<file path="src/rtl/mc_ctrl.sv">
// mc_ctrl -- multicycle MIPS control unit.
//
// Walks each instruction through fetch, decode, execute, memory and write-back
// states. Drives ALUOp and every datapath strobe from the current state.
// Waits on a memory-ready handshake and counts retired instructions.
//
// Ports
//   clk, rst        rising-edge clock, synchronous active-high reset
//   Op, Funct       opcode and function fields of the instruction register
//   Zero            ALU equality flag, used by beq only
//   mem_ready       memory finishes the current access this cycle
//   PCWrite, IRWrite, IorD, MemWrite, RegWrite, RegDst, MemtoReg,
//   ALUSrcA, ALUSrcB, EXTOp, PCSource, ALUOp
//                   datapath controls, decoded from the current state
//   illegal         one-cycle pulse in DECODE for an unsupported instruction
//   state           current state, for debug
//   instr_cnt       retired-instruction counter, wraps at 2^32
module mc_ctrl (
    input  logic        clk,
    input  logic        rst,
    input  logic [5:0]  Op,
    input  logic [5:0]  Funct,
    input  logic        Zero,
    input  logic        mem_ready,
    output logic        PCWrite,
    output logic        IRWrite,
    output logic        IorD,
    output logic        MemWrite,
    output logic        RegWrite,
    output logic        RegDst,
    output logic        MemtoReg,
    output logic        ALUSrcA,
    output logic [1:0]  ALUSrcB,
    output logic        EXTOp,
    output logic [1:0]  PCSource,
    output logic [2:0]  ALUOp,
    output logic        illegal,
    output logic [3:0]  state,
    output logic [31:0] instr_cnt
);

    typedef enum logic [3:0] {
        S_FETCH  = 4'd0,
        S_DECODE = 4'd1,
        S_MEMADR = 4'd2,
        S_MEMRD  = 4'd3,
        S_MEMWB  = 4'd4,
        S_MEMWR  = 4'd5,
        S_EXE    = 4'd6,
        S_ALUWB  = 4'd7,
        S_BEQ    = 4'd8,
        S_ORI    = 4'd9,
        S_ADDI   = 4'd10,
        S_IMMWB  = 4'd11,
        S_JUMP   = 4'd12
    } state_t;

    localparam logic [5:0] OP_RTYPE = 6'b000000;
    localparam logic [5:0] OP_LW    = 6'b100011;
    localparam logic [5:0] OP_SW    = 6'b101011;
    localparam logic [5:0] OP_BEQ   = 6'b000100;
    localparam logic [5:0] OP_ORI   = 6'b001101;
    localparam logic [5:0] OP_ADDIU = 6'b001001;
    localparam logic [5:0] OP_J     = 6'b000010;

    localparam logic [5:0] FN_ADDU  = 6'b100001;
    localparam logic [5:0] FN_SUBU  = 6'b100011;
    localparam logic [5:0] FN_OR    = 6'b100101;
    localparam logic [5:0] FN_SLT   = 6'b101010;

    localparam logic [2:0] ALU_OR   = 3'b000;
    localparam logic [2:0] ALU_ADD  = 3'b010;
    localparam logic [2:0] ALU_SUB  = 3'b011;
    localparam logic [2:0] ALU_SLT  = 3'b110;

    state_t cur;
    state_t nxt;
    state_t dstate;
    logic   retire;

    assign state = cur;

    // While reset is held the outputs must look like an idle FETCH, whatever
    // state the register still holds, so decode from FETCH in that case.
    assign dstate = rst ? S_FETCH : cur;

    // An instruction retires on its last cycle; a store only once memory has
    // accepted it.
    assign retire = (cur == S_MEMWB) || (cur == S_ALUWB) || (cur == S_BEQ) ||
                    (cur == S_IMMWB) || (cur == S_JUMP) ||
                    ((cur == S_MEMWR) && mem_ready);

    // Output decode and next-state logic. Only mem_ready and Zero reach the
    // strobes directly; everything else is a pure function of the state.
    always_comb begin
        nxt      = cur;
        PCWrite  = 1'b0;
        IRWrite  = 1'b0;
        IorD     = 1'b0;
        MemWrite = 1'b0;
        RegWrite = 1'b0;
        RegDst   = 1'b0;
        MemtoReg = 1'b0;
        ALUSrcA  = 1'b0;
        ALUSrcB  = 2'b00;
        EXTOp    = 1'b0;
        PCSource = 2'b00;
        ALUOp    = ALU_ADD;
        illegal  = 1'b0;
        case (dstate)
            S_FETCH: begin
                ALUSrcB = 2'b01;
                IRWrite = mem_ready;
                PCWrite = mem_ready;
                nxt     = mem_ready ? S_DECODE : S_FETCH;
            end
            S_DECODE: begin
                ALUSrcB = 2'b11;
                EXTOp   = 1'b1;
                case (Op)
                    OP_LW, OP_SW: nxt = S_MEMADR;
                    OP_RTYPE: begin
                        if (Funct == FN_ADDU || Funct == FN_SUBU ||
                            Funct == FN_OR   || Funct == FN_SLT) begin
                            nxt = S_EXE;
                        end else begin
                            nxt     = S_FETCH;
                            illegal = 1'b1;
                        end
                    end
                    OP_BEQ:   nxt = S_BEQ;
                    OP_ORI:   nxt = S_ORI;
                    OP_ADDIU: nxt = S_ADDI;
                    OP_J:     nxt = S_JUMP;
                    default: begin
                        nxt     = S_FETCH;
                        illegal = 1'b1;
                    end
                endcase
            end
            S_MEMADR: begin
                ALUSrcA = 1'b1;
                ALUSrcB = 2'b10;
                EXTOp   = 1'b1;
                nxt     = (Op == OP_SW) ? S_MEMWR : S_MEMRD;
            end
            S_MEMRD: begin
                IorD = 1'b1;
                nxt  = mem_ready ? S_MEMWB : S_MEMRD;
            end
            S_MEMWB: begin
                RegWrite = 1'b1;
                MemtoReg = 1'b1;
                nxt      = S_FETCH;
            end
            S_MEMWR: begin
                IorD     = 1'b1;
                MemWrite = 1'b1;
                nxt      = mem_ready ? S_FETCH : S_MEMWR;
            end
            S_EXE: begin
                ALUSrcA = 1'b1;
                case (Funct)
                    FN_SUBU: ALUOp = ALU_SUB;
                    FN_OR:   ALUOp = ALU_OR;
                    FN_SLT:  ALUOp = ALU_SLT;
                    default: ALUOp = ALU_ADD;
                endcase
                nxt = S_ALUWB;
            end
            S_ALUWB: begin
                RegWrite = 1'b1;
                RegDst   = 1'b1;
                nxt      = S_FETCH;
            end
            S_BEQ: begin
                ALUSrcA  = 1'b1;
                ALUOp    = ALU_SUB;
                PCSource = 2'b01;
                PCWrite  = Zero;
                nxt      = S_FETCH;
            end
            S_ORI: begin
                ALUSrcA = 1'b1;
                ALUSrcB = 2'b10;
                ALUOp   = ALU_OR;
                nxt     = S_IMMWB;
            end
            S_ADDI: begin
                ALUSrcA = 1'b1;
                ALUSrcB = 2'b10;
                EXTOp   = 1'b1;
                nxt     = S_IMMWB;
            end
            S_IMMWB: begin
                RegWrite = 1'b1;
                nxt      = S_FETCH;
            end
            S_JUMP: begin
                PCSource = 2'b10;
                PCWrite  = 1'b1;
                nxt      = S_FETCH;
            end
            default: nxt = S_FETCH;
        endcase
        if (rst) begin
            PCWrite  = 1'b0;
            IRWrite  = 1'b0;
            RegWrite = 1'b0;
            MemWrite = 1'b0;
            illegal  = 1'b0;
        end
    end

    // State register and retired-instruction counter. Reset abandons any
    // instruction in flight and clears the count.
    always_ff @(posedge clk) begin
        if (rst) begin
            cur       <= S_FETCH;
            instr_cnt <= 32'd0;
        end else begin
            cur <= nxt;
            if (retire) begin
                instr_cnt <= instr_cnt + 32'd1;
            end
        end
    end

endmodule

</file>
<file path="config.mk">
export PLATFORM = sky130hd
export DESIGN_NAME = mc_ctrl
export DESIGN_NICKNAME = d
export VERILOG_FILES = /design/src/rtl/mc_ctrl.sv
export SDC_FILE = /design/constraint.sdc
export NUM_CORES = 1
export LEC_CHECK = 0
export ABC_AREA = 1
export CORE_ASPECT_RATIO = 0.8
export CORE_MARGIN = 1.5
export CORE_UTILIZATION = 49
export DETAILED_ROUTE_END_ITERATION = 8
export PLACE_DENSITY = 0.81
export SETUP_SLACK_MARGIN = 0.02
export SLEW_MARGIN = 10
export SYNTH_ARGS = -nofsm -noshare
export SYNTH_HDL_FRONTEND = slang
export SYNTH_SLANG_ARGS = --single-unit
</file>
<file path="constraint.sdc">
create_clock -name clk -period 2 [get_ports clk]
set_clock_uncertainty 0.05 [all_clocks]
set_input_delay 0.4 -clock clk [delete_from_list [all_inputs] [get_ports clk]]
set_output_delay 0.4 -clock clk [all_outputs]
set_load 0.01 [all_outputs]
</file>
# [Word level (Yosys, flattened, before mapping)]
# Index checks and enable logic that the tools add are counted.
[totals] register_bits=36 inputBits=16 output_inout_bits=53 word_cells=79
[classes] add_sub_neg=1 eq_ne=28 n_mux=29 n_reduce_logical=19
[ops] op="$eq 6x6->1 const B" count=6
[ops] op="$add 32x1->32 const B" count=1
[ops] op="$eq 4x4->1 const B" count=8
[ops] op="$eq 4x3->1 const B" count=7
[ops] op="$pmux 4 s7" count=1
[ops] op="$pmux 4 s6" count=1
[ops] op="$pmux 3 s3" count=2
[ops] op="$mux 1" count=16
[ops] op="$eq 6x4->1 const B" count=2
[ops] op="$mux 3" count=4
[ops] op="$reduce_or 3->1" count=3
[ops] op="$eq 4x2->1 const B" count=2
[ops] op="$logic_or 1x1->1" count=8
[ops] op="$eq 6x2->1 const B" count=1
[ops] op="$eq 6x3->1 const B" count=1
[ops] op="$logic_not 6->1" count=1
[ops] op="$pmux 2 s3" count=1
[ops] op="$reduce_or 2->1" count=3
[ops] op="$reduce_or 6->1" count=1
[ops] op="$reduce_or 5->1" count=1
[ops] op="$eq 4x1->1 const B" count=1
[ops] op="$logic_not 4->1" count=1
[ops] op="$mux 4" count=1
[ops] op="$pmux 2 s2" count=1
[ops] op="3 further kinds" count=3

# [Logic depth before layout (Yosys ltp)]
# Gate-level depths: netlist of the first run.
[depth] word_depth=8 ltp_mapped=10 depth_no_buf=10

# [Least setup slack after synthesis of the first run]
# No wires, ideal clock.
[synth_timing] path_kind="input to output" start="input rst" end="output PCWrite" arrival_time_ns=1.397 required_ns=1.550 slack_ns=0.153 stages=4 path_buffers=1 cell_sequence="buf_2 > nor4_1 > a21oi_1 > a21oi_1"
[synth_via] elab_chain_len=4 elab_cells_between_ends=6 classes_between="eq/ne (2); mux (3); reduce/logical (1)"
[synth_rtl] element="from (decl)" line="20" source="input logic rst,"
[synth_rtl] element="$mux 4" line="85" source="assign dstate = rst ? S_FETCH : cur;"
[synth_rtl] element="$eq 4x4->1 / $logic_not 4->1 (equally long branches)" line="110" source="case (dstate)"
[synth_rtl] element="$pmux 1 s3" line="110"
[synth_rtl] element="$mux 1 (*)" line="206" source="if (rst) begin"
[synth_rtl] element="to (decl)" line="25" source="output logic PCWrite,"
# Mark *: on every way between the ends. The rest lies on a longest branch, timed or not.

# [Final worst setup path of the first run]
[layout_timing] start="register cur[0], in the netlist state[0]" end="output EXTOp"
[layout_via] elab_chain_len=4 elab_cells_between_ends=6 classes_between="eq/ne (3); mux (2); reduce/logical (1)"
[layout_rtl] element="from (decl)" line="76" source="state_t cur;"
[layout_rtl] element="from (signal assigned)" line="222" source="cur <= nxt;"
[layout_rtl] element="$mux 4 (*)" line="85"
[layout_rtl] element="$eq 4x1->1 (tied with other cells)" line="110"
[layout_rtl] element="$reduce_or 3->1 (no source line) (*)"
[layout_rtl] element="$mux 1 (*)" line="110"
[layout_rtl] element="to (decl)" line="34" source="output logic EXTOp,"
# Marks and branches as above.

==> summary.md, run 1 <==
| Metric | Value |
|---|---|
| Count leader, synth | `nand2_1` |
| Cell Pwr Density | `approximately 400 nW/um^2` |
| Worst-path maximum fanout | `4` |
| Clock Latency Late Sink | `~0.29 ns` |
| Syn avg cell area | `5.811 sq um` |
| Post-Layout Cell Count | `~640` |
| Layout cells sized above 1 | `0.2746` |
| Final Power | `roughly 0.0016 W` |
| Final wirelength | `~9.4 mm` |
| Hold Fails Final Rpt | `0` |
| Post-cts hold buffer count | `0` |
| WL/cell | `between 10 and 15 um` |
| Worst setup EP type | `output port` |
| # clock sinks | `36` |
| Rows | `23` |
| Post-Syn Nets | `450` |
| CP arrival | `between 1.5 and 2 ns` |
| Final period demand of the worst path | `a little under 2 ns` |
| # IOs | `69` |
| Largest net degree at the start of global routing | `17` |
| Root Buffer | `clkbuf_8` |
| YS warnings | `0` |
| Synth Register Bits | `36` |
| Dpl cells | `605` |
| Main flop type after synthesis | `dfxtp_1` |
| Leakage | `1.796 nW` |
| Top-area cell type share of the netlist area | `0.2864` |
| Area Growth Syn to Fin | `60.22%` |
| Final instance area | `4031 sq um` |
| Post-synth top cells | `nand2_1 (133), nor2_1 (80), inv_1 (61)` |
| Final design utilization | `0.8098` |
| Least-Margin Pin Slew | `0.4370 ns` |
| Global-route wire length before repair | `13.72 mm` |
| HPWL Detailed | `roughly 6 mm` |
| Final Setup Violations | `0` |
| H-tree depth | `2` |
| Distinct cells, synth | `35` |
| Drt via density | `roughly 5.4` |
| Max IR drop VDD | `0.0002610 V` |
| Slew Viols, Final | `0` |
| Longest Clk Path Bufs | `2` |
| Highest clock rate | `around 0.50 GHz` |
| Placer Congestion | `between 0.9 and 1` |
| Port Buffers | `68` |
| Hold Path Class | `in2reg` |
| WP data required | `approximately 1.6 ns` |
| Post-synthesis cell area | `approximately 2500 sq um` |
| Starting DRC count in detailed routing | `approximately 430` |
| FFs w/ async S/R, synth | `0` |
| Fin nets | `595` |
| Tcrit/Tclk final | `0.9946` |
| DR pass1 iterations | `8` |
| Die X | `between 80 and 90 um` |
| Vias in the first global route | `around 3100` |
| Antenna viol nets, final | `0` |
| Hold_ws | `between 0.4 and 0.5 ns` |
| Die area | `between 5000 and 6000 sq um` |
| Core footprint | `roughly 5000 sq um` |
| Vias | `3486` |
| Initial antenna violation count | `0` |
| Cells after Synth | `433` |
| Cell taking the most area after synthesis | `dfxtp_1` |
| Number of flops mapped to enable cells by yosys | `0` |
| Total gr overflow | `0` |
| Ranking of synthesized cells by area | `dfxtp_1 (29%), nand2_1 (20%), nor2_1 (12%)` |
| Num CTS Buffers | `5` |
| Height of the die | `67.10 um` |
| Post-synthesis sequential area ratio | `0.2864` |
| Tot GR Track Use | `0.3098` |
| Placed Area | `around 3600 sq um` |
| Residual DRC | `0` |
| Slew margin rel. | `0.7076` |
| Critical Path Start Type | `register` |
| Initial core utilization | `0.5054` |
| Max-cap violations | `0` |
| Number of antenna diodes | `0` |
| Clock slew at reported path FFs | `roughly 0.070 ns` |
| Status | `finished, final reports clean` |
| Crit Path Class | `reg2out` |
| Fill cells | `around 340` |
| TritonCTS clock tree | `built` |
per-stage QoR:
stage	setup WS, ns	TNS (ns)
after CTS	0.02373	0
after global routing	-0.02234	-0.02953
after global placement	-0.6065	-9.314
final	0.01083	0
after detailed placement	-0.6375	-10.03
after floorplan	0.1527	0
what timing repair did:
action / 4_1_cts / 5_1_grt
setup buffers: 24 / 4
setup endpoints to repair: 17 / 18
resized for setup: 85 / 36
gates cloned: 0 / 0
hold endpoints to repair: 0 / 0
pin swaps: 18 / 16
placed cells by master (no fill, tap or decap), types with 7 or more instances in the layout:
master	instances
a21oi_1	14
buf_4	75
nand2_1	125
o21ai_0	10
dfxtp_1	32
buf_2	7
nor2_1	72
nand4_1	12
clkdlybuf4s50_1	38
dlygate4sd2_1	11
nor3_1	9
inv_2	8
clkbuf_8	7
nor2_2	9
nand2_2	11
nand3_1	20
nor2_4	7
inv_1	52
registers in the layout (all words and copies together) (netlist names):
name,cells
state,4
instr_cnt,32
routing by layer:
layer | vias to the layer above | wire length, um | global-route usage
met5 | - | 0 | 0
met4 | 0 | 270 | 0.1521
met3 | 36 | 798 | 0.06320
met2 | 207 | 4549 | 0.5600
met1 | 1589 | 3806 | 0.3539
li1 | 1654 | - | -
final timing paths:
| path | from | end | slack, ns | cells past startpoint |
|---|---|---|---|---|
| worst max-delay path | state[0] | EXTOp | 0.01 | 6 |
| worst min-delay path | rst | state[0] | 0.45 | 3 |
| worst max register to register | instr_cnt[13] | instr_cnt[31] | 0.24 | 9 |
| worst min register to register | instr_cnt[3] | instr_cnt[3] | 0.46 | 2 |
where the power goes:
part,switching (W),internal (W)
clock network,0.000270,0.000440
logic,0.0000983,0.0000898
registers,0.00000279,0.000717
critical path: stages, from the launching register on:
cell and delay (ns):
dfxtp_2 0.35, inv_2 0.09, nand2_2 0.12, nor3_2 0.26, inv_1 0.13, nand3_1 0.09
clkdlybuf4s15_2 0.22
kinds of logic after synthesis:
kind of cell | count (synthesis) | share of synthesized area
XOR/XNOR | 5 | 0.01740
flip-flops | 36 | 0.2864
adder cells (fa/ha/maj) | 1 | 0.004972
AO/OA/AOI/OAI | 36 | 0.08205
buffers and inverters | 69 | 0.1074
AND/OR/NAND/NOR | 286 | 0.5017
cell type report:
type | instances | area [sq um] | share of cell area
timing repair buffer | 144 | 1202 | 0.2983
inverter | 63 | 244.0 | 0.06052
clock buffer | 7 | 96.34 | 0.02390
clock inverter | 1 | 30.03 | 0.007449
tap | 62 | 77.57 | 0.01924
multi-input combinational | 328 | 1653 | 0.4100
sequential | 36 | 728.2 | 0.1806
Note: power is estimated with default switching activity, not from simulation.
==> inputs of run 2 (changes only) <==
- GPL_ROUTABILITY_DRIVEN: default -> 0
==> results of run 2 <==
The final DEF is identical to that of run 1; final timing and power are the same.
==> inputs of run 3 (changes only) <==
- REMOVE_ABC_BUFFERS: default -> 1
==> summary.md, run 3 (same netlist as run 1, synthesis figures left out) <==
| Metric | Value |
|---|---|
| Slew Viols, Final | `0` |
| Max reg flops | `32` |
| WP data required | `around 1.6 ns` |
| Core footprint | `about 5000 sq um` |
| Status | `complete, but fails checks` |
| Max-cap violations | `0` |
| Tot GR Track Use | `0.2888` |
| Max IR drop VDD | `around 0.00034 V` |
| CP max stage delay | `about 0.23 ns` |
| Final design utilization | `0.7685` |
| Root Buffer | `clkbuf_8` |
| Total gr overflow | `0` |
| WL/cell | `around 13 um` |
| Worst Hold Path EP | `instr_cnt[3]` |
| Hold Fails Final Rpt | `0` |
| # IOs | `between 60 and 70` |
| Initial antenna violation count | `0` |
| Least-Margin Pin Slew | `~0.44 ns` |
| Vias | `3231` |
| Top routing layer in use | `met4` |
| Antenna viol nets, final | `0` |
| Initial core utilization | `0.5054` |
| CP arrival | `1.57 ns` |
| Longest Clk Path Bufs | `2` |
| HPWL Detailed | `between 5 and 6 mm` |
| Highest clock rate | `0.4951 GHz` |
| Cell Pwr Density | `approximately 360 nW/um^2` |
| RSZ-0062 raised after global routing | `true` |
| Layout cells sized above 1 | `0.2288` |
| Met2 wire len | `around 3.8 mm` |
| Final Setup Violations | `1` |
| Commonest cells after routing, fill and taps aside | `nand2_1 (126), nor2_1 (74), inv_1 (53)` |
| Die X | `83.12 um` |
| Rows | `23` |
| Fin nets | `approximately 570` |
| # clock sinks | `36` |
| Global-route wire length before repair | `approximately 13 mm` |
| Critical Path Start Type | `primary input` |
| Most used cell, CP | `nand2_1` |
| Final wirelength | `slightly above 8 mm` |
| Reg2reg start | `instr_cnt[1]` |
| Hold_ws | `~0.45 ns` |
| Clock slew at reported path FFs | `roughly 0.070 ns` |
| Tcrit/Tclk final | `1.010` |
| Worst hold start | `instr_cnt[3]` |
| Leakage | `about 1.7 nW` |
| Drt via density | `5.237` |
| Hold Path Cell Cnt | `2` |
| Reg2reg path depth | `8` |
| Largest net degree at the start of global routing | `21` |
| Post-cts hold buffer count | `0` |
| Worst-path maximum fanout | `4` |
| Most flops, register | `instr_cnt` |
| Slew margin rel. | `0.7033` |
| Final period demand of the worst path | `2.020 ns` |
| M1 WL | `3.797 mm` |
| Height of the die | `roughly 67 um` |
| Number of antenna diodes | `0` |
| FF-to-FF End | `instr_cnt[30]` |
| Num CTS Buffers | `5` |
| Commonest non-fill, non-tap cell in the layout | `nand2_1` |
| Reg2reg setup slack | `0.23 ns` |
| Fill cells | `roughly 380` |
| H-tree depth | `2` |
| Hold Path Class | `reg2reg` |
| Failing checks | `negative setup slack` |
| Worst-path cell chain | `clkdlybuf4s15_2, inv_4, nand2_1, buf_4, nor2_1, nand2_1, o21ai_1, buf_2` |
| Worst setup margin | `-0.01960 ns` |
| Metal3 WL | `533 um` |
| TritonCTS clock tree | `built` |
| Crit Path Class | `in2out` |
| Slowest-stage cell, CP | `clkdlybuf4s15_2` |
| Starting DRC count in detailed routing | `~220` |
| Area Growth Syn to Fin | `52.06%` |
| Vias in the first global route | `between 2000 and 3000` |
| Die area | `5577 sq um` |
| Top Family by Delay on Critical Path | `buffers and inverters` |
| Critical path buffers and inverters | `4` |
| DR pass1 iterations | `7` |
| Worst setup EP type | `output port` |
| Clock Latency Late Sink | `about 0.29 ns` |
| Port Buffers | `just under 70` |
| Residual DRC | `0` |
## run 3: cell count changes in the layout (fill, tap and decap cells not counted), moves of 2 or more
| cell | before | now |
|---|---|---|
| buf_4 | 75 | 52 |
| nor2_2 | 9 | 6 |
| dlymetal6s2s_1 | 2 | 8 |
| nor2_1 | 72 | 74 |
| nand2_2 | 11 | 9 |
| o21ai_1 | 2 | 4 |
| clkbuf_8 | 7 | 5 |
| nand3_2 | 6 | 4 |
| dlygate4sd2_1 | 11 | 6 |
## run 3: per-layer routing
metal  track usage  vias up
met5             0        -
met4        0.1167        0
met3       0.04833       18
met2        0.4797      120
met1        0.3768     1488
li1              -     1605
## run 3: area by class of cell
cell class | count | area, sq um | share of cell area
multi-input cells | 328 | 1660 | 0.4339
repair buffers | 121 | 1041 | 0.2721
flip-flops and latches | 36 | 728.2 | 0.1903
inverters | 63 | 241.5 | 0.06311
well taps | 62 | 77.57 | 0.02027
clock buffers | 6 | 72.57 | 0.01897
clock inverters | 1 | 5.005 | 0.001308
## run 3: where the power goes
part	internal, W	total (W)	leakage (nW)	switching (W)
registers	0.000718	0.000720	0.292	0.00000218
logic	0.0000791	0.000172	1.38	0.0000926
clock network	0.000236	0.000484	0.0410	0.000247
total	0.00103	0.00138	1.71	0.000342
## run 3: what timing repair did
action / CTS / global route
setup endpoints to repair: 17 / 18
pin swaps: 3 / 15
setup buffers: 3 / 5
resized for setup: 79 / 40
## run 3: tightest hold or removal path, cell delays in order (launching register included)
cell and delay [ns]:
dfxtp_1 0.33, inv_1 0.07, a21oi_1 0.06
## run 3: worst max-delay path by stage
stage | startpoint | end | slack, ns | cells after the start
6_report | rst | IorD | -0.02 | 8
5_1_grt | rst | IorD | -0.12 | 8
4_1_cts | Op[3] | illegal | -0.21 | 9
3_5_place_dp | rst | PCWrite | -0.64 | 6
3_3_place_gp | rst | PCWrite | -0.63 | 9
2_1_floorplan | rst | PCWrite | 0.19 | 7
## run 3: stage by stage
step                instance area (sq um)  cells   TNS, ns   power, W  setup WS (ns)
floorplan                            2482    427         0  0.0007905         0.1897
global placement                     3578    602    -9.522  0.0008868        -0.6273
detailed placement                   3578    602    -10.42  0.0008899        -0.6389
CTS                                  3740    612   -0.2072   0.001368        -0.2072
global route                         3826    617   -0.1256   0.001416        -0.1196
finish                               3826    617  -0.01960   0.001375       -0.01960
==> variant 1: new RTL, flow settings as in run 3 <==
Put one more register stage on the output `instr_cnt`, without a reset. The value now appears one clock later. The other outputs are not delayed to match.
--- a/src/rtl/mc_ctrl.sv
+++ b/src/rtl/mc_ctrl.sv
@@ -73,6 +73,8 @@
     localparam logic [2:0] ALU_SUB  = 3'b011;
     localparam logic [2:0] ALU_SLT  = 3'b110;
 
+    logic [31:0] instr_cnt_s0;
+
     state_t cur;
     state_t nxt;
     state_t dstate;
@@ -217,14 +219,18 @@
     always_ff @(posedge clk) begin
         if (rst) begin
             cur       <= S_FETCH;
-            instr_cnt <= 32'd0;
+            instr_cnt_s0 <= 32'd0;
         end else begin
             cur <= nxt;
             if (retire) begin
-                instr_cnt <= instr_cnt + 32'd1;
+                instr_cnt_s0 <= instr_cnt_s0 + 32'd1;
             end
         end
     end
 
+    always_ff @(posedge clk) begin
+        instr_cnt <= instr_cnt_s0;
+    end
+
 endmodule
 
Check against the original RTL: not equivalent (Yosys sat finds a counterexample within 4 cycles, from zero or initial values and one cycle with rst high).
==> variant 1 against run 3 <==
- sequential power rose by 89%
- highest routed layer unchanged
- cell count grew 13%
- hold slack got worse by 0.12 ns
- the flow still finishes with violations (negative setup slack)
- first-iteration DRC count grew 97%
- synthesized cell count rose by 7.4%
- sequential share of layout area up 9.0 points
- largest power group is now clock
- cell area grew 28%
- wire length up 33%
- power is 120% higher
- count of clock-buffer cells in the layout grew 4
- setup slack got worse by 0.15 ns
- area after synthesis up 26%
- core utilization rose by 3.5 points
- sequential cell count rose by 32
==> variant 1: results <==
group,metric,value,unit
grt,globalRouteTotalUtil,28.85,%
setup_path,regToRegStartpoint,"state[1]$_SDFF_PP0_",
grt,grt_pass1_wl,15.50,mm
detailed_routing,drt_first_pass_iters,5,
yosys,yosysUniqueCellTypes,33,
power_and_ir_drop,netSwitchingFraction,20.93,%
cts,clkLatencyLatePin,0.35,ns
timing,timing_worst_slew_pin_value,0.3673,ns
place,place.detailed.hpwl,6.424,mm
detailed_routing,avgRoutedWirePerCell,15.70,um
setup_path,timing.critical_path.arrival,1.72,ns
cts,htreeDepth,3,
run_status,failed_checks,"negative setup slack",
worst_hold_path,worstHoldStart,"instr_cnt_s0[28]$_SDFFE_PP0P_",
finish,layout-drive-gt1-share,26.90,%
finish,finish.net_count,629,
setup_path,crit_slowest_cell,"dfxtp_2",
yosys,synthTopCellsByCount,"nand2_1, nor2_1, dfxtp_1, inv_1, nand3_1",
timing,worst_slack,-0.1682,ns
detailed_routing,dr.first_iter.drc_count,439,
timing,setup_violations,7,
grt,largest_net_degree_at_the_start_of_global_routing,17,
power_and_ir_drop,peakVddDrop,0.6327,mV
detailed_routing,vias_per_instance,5.394,
yosys,yosysSeqAreaShare,43.06,%
yosys,synth_area_leaders,"dfxtp_1, nand2_1, nor2_1, inv_1, nand3_1",
power_and_ir_drop,internal_power,0.002406,W
cts,cts_made_buffers,9,
finish,final.fill_count,387,
power_and_ir_drop,share_seq_of_total_power,44.7,%
timing,totalNegativeSetupSlack,-0.5641,ns
grt,grt_pass1_vias,3466,
run_status,outcome,"finished with violations",
power_and_ir_drop,leakage_power,2.106,nW
power_and_ir_drop,clock_power_share,48.8,%
## variant 1: stage by stage
| stage | hold slack (ns) | cells | worst slack (ns) | instance area (sq um) |
|---|---|---|---|---|
| after floorplan | 0.3008 | 459 | 0.1999 | 3123 |
| after global placement | 0.3109 | 654 | -0.5792 | 4263 |
| after detailed placement | 0.3161 | 654 | -0.6896 | 4263 |
| after CTS | 0.3266 | 691 | -0.03123 | 4710 |
| after global routing | 0.3376 | 698 | -0.2023 | 4878 |
| final | 0.3302 | 698 | -0.1682 | 4878 |
## variant 1: area by class of cell
class	instances	area (sq um)	share of cell area, %
clock buffer	10	127.6	2.616
clock inverter	6	136.4	2.796
inverter	65	246.5	5.053
multi-input combinational	326	1698	34.80
sequential	68	1366	28.01
tap	81	101.3	2.077
timing repair buffer	142	1202	24.65
## variant 1: kinds of logic (layout without fill, tap and decap cells)
group	count (synthesis)	in the layout	synth area share (%)
AOI/OAI and AO/OA	37	37	6.609
adders and majority gates	1	1	0.3957
xor gates and xnor gates	5	5	1.385
DFF	68	68	43.06
and+or+nand+nor	283	283	39.61
buffers and inverters	71	223	8.943
## variant 1: metal layers
metal,wire length [um],GRT usage [%]
met5,0,0
met4,583,10.77
met3,985,7.374
met2,5099,50.85
met1,4289,34.53
## variant 1: timing repair
item                                    in CTS  in global routing
buffers inserted                            21                  8
hold buffers                                 0                  0
pin swaps                                   17                 16
resized for setup                           95                 54
endpoints found under the setup margin      17                 19
## variant 1: worst paths after layout
check | to | slack, ns | cells after the start
setup / recovery | ALUSrcA | -0.17 | 8
hold / removal | instr_cnt[28]$_DFF_P_ | 0.33 | 0
hold reg to reg | instr_cnt[28]$_DFF_P_ | 0.33 | 0
setup reg to reg | state[0]$_SDFF_PP0_ | 0.04 | 13
==> variant 2: new RTL, settings of run 3 <==
Made on the original files. Make the reset (`rst`) asynchronous in one clocked block. Comments in the files are not updated.
--- a/src/rtl/mc_ctrl.sv
+++ b/src/rtl/mc_ctrl.sv
@@ -214,7 +214,7 @@
 
     // State register and retired-instruction counter. Reset abandons any
     // instruction in flight and clears the count.
-    always_ff @(posedge clk) begin
+    always_ff @(posedge clk or posedge rst) begin
         if (rst) begin
             cur       <= S_FETCH;
             instr_cnt <= 32'd0;
Function: differs if rst is asserted again (counterexample within 4 cycles, from zero or initial values and one cycle with rst high); with rst held inactive, the same outputs for 10 cycles.
==> variant 2 against run 3 <==
- critical path type is now reg -> out
- power up 11%
- wire length up 2.8%
- the run still ends with negative setup slack left
- core utilization up 3.2 points
- cell area down 0.98%
- area after synthesis down 1.2%
- setup slack worse by 0.052 ns
- sequential share of layout area up 4.9 points
- sequential cell count unchanged
==> variant 2: results <==
group,metric,value,unit
run_status,outcome,"finished with violations",
run_status,failed_checks,"negative setup slack",
power_and_ir_drop,comb-power,0.000265,W
detailed_routing,drt_first_pass_iters,5,
detailed_routing,vias_per_instance,5.473,
yosys,synthTopCellsByCount,"nand2_1, nor2_1, inv_1, dfrtp_1, nand3_1",
timing,setup_violations,1,
finish,fin_cells,562,
setup_path,regToRegStartpoint,"state[3]$_DFF_PP0_",
yosys,synth_area_leaders,"dfrtp_1, nand2_1, nor2_1, inv_1, nand3_1",
grt,largest_net_degree_at_the_start_of_global_routing,33,
setup_path,timing.critical_path.arrival,1.62,ns
power_and_ir_drop,internal_power,0.001104,W
finish,finish.net_count,519,
power_and_ir_drop,peakVddDrop,0.4131,mV
yosys,yosysUniqueCellTypes,25,
place,placedCellCount,545,
grt,grt_pass1_vias,2819,
detailed_routing,dr.first_iter.drc_count,237,
setup_path,crit_slowest_cell,"dfrtp_2",
place,place.detailed.hpwl,5.842,mm
setup_path,critical_path.reg2reg.endpoint,"instr_cnt[13]$_DFFE_PP0P_",
worst_hold_path,min-delay-path-class,"in -> async",
finish,layout-drive-gt1-share,26.89,%
place,placed_cell_area,3528,sq um
timing,totalNegativeSetupSlack,-0.07113,ns
grt,globalRouteTotalUtil,31.62,%
finish,utilization,80.02,%
grt,grt_pass1_wl,12.96,mm
timing,worst_slack,-0.07113,ns
variant 2: area by class of cell:
| cell class | instances | share of cell area [%] |
|---|---|---|
| flip-flops and latches | 36 | 23.91 |
| clock buffers | 6 | 1.915 |
| repair buffers | 120 | 26.62 |
| clock inverters | 1 | 0.1321 |
| well taps | 60 | 1.982 |
| inverters | 44 | 4.425 |
| multi-input cells | 295 | 41.02 |
variant 2: cell families (layout without fill, tap and decap cells):
logic type / count (synthesis) / count (layout) / share of synthesized area (%)
AND/OR/NAND/NOR: 268 / 268 / 48.04
buffers and inverters: 47 / 171 / 7.754
flip-flops: 36 / 36 / 36.25
AO/OA/AOI/OAI: 14 / 14 / 2.920
XOR/XNOR: 12 / 12 / 4.532
adder cells (fa/ha/maj): 1 / 1 / 0.5034
variant 2: per-layer routing:
metal	share of wire [%]	wire length, um	global-route usage (%)
met5	0	0	0
met1	41	3474	41.50
met3	7.5	636	4.795
met4	2.6	225	9.167
met2	49	4163	53.56
variant 2: timing repair:
item                                    4_1_cts  5_1_grt
gates cloned                                  0        0
endpoints found under the setup margin       17       16
pin swaps                                    16        2
hold buffers                                  0        0
buffers inserted                              9        1
resized for setup                            98       31
variant 2: worst reg2reg max path, delay by kind of cell, from the launching register on:
kind            cells  cell delay, ns
compound gates      1            0.19
flops               1            0.48
buf+inv             2            0.32
simple gates        6            0.62
variant 2: worst max path at each step:
stage | start | to | slack, ns
5_1_grt | state[1]$_DFF_PP0_ | PCWrite | -0.12
6_report | state[3]$_DFF_PP0_ | PCWrite | -0.07
3_5_place_dp | rst | PCWrite | -0.53
2_1_floorplan | rst | PCWrite | -0.21
4_1_cts | state[2]$_DFF_PP0_ | RegDst | 0.008
3_3_place_gp | rst | PCWrite | -0.51
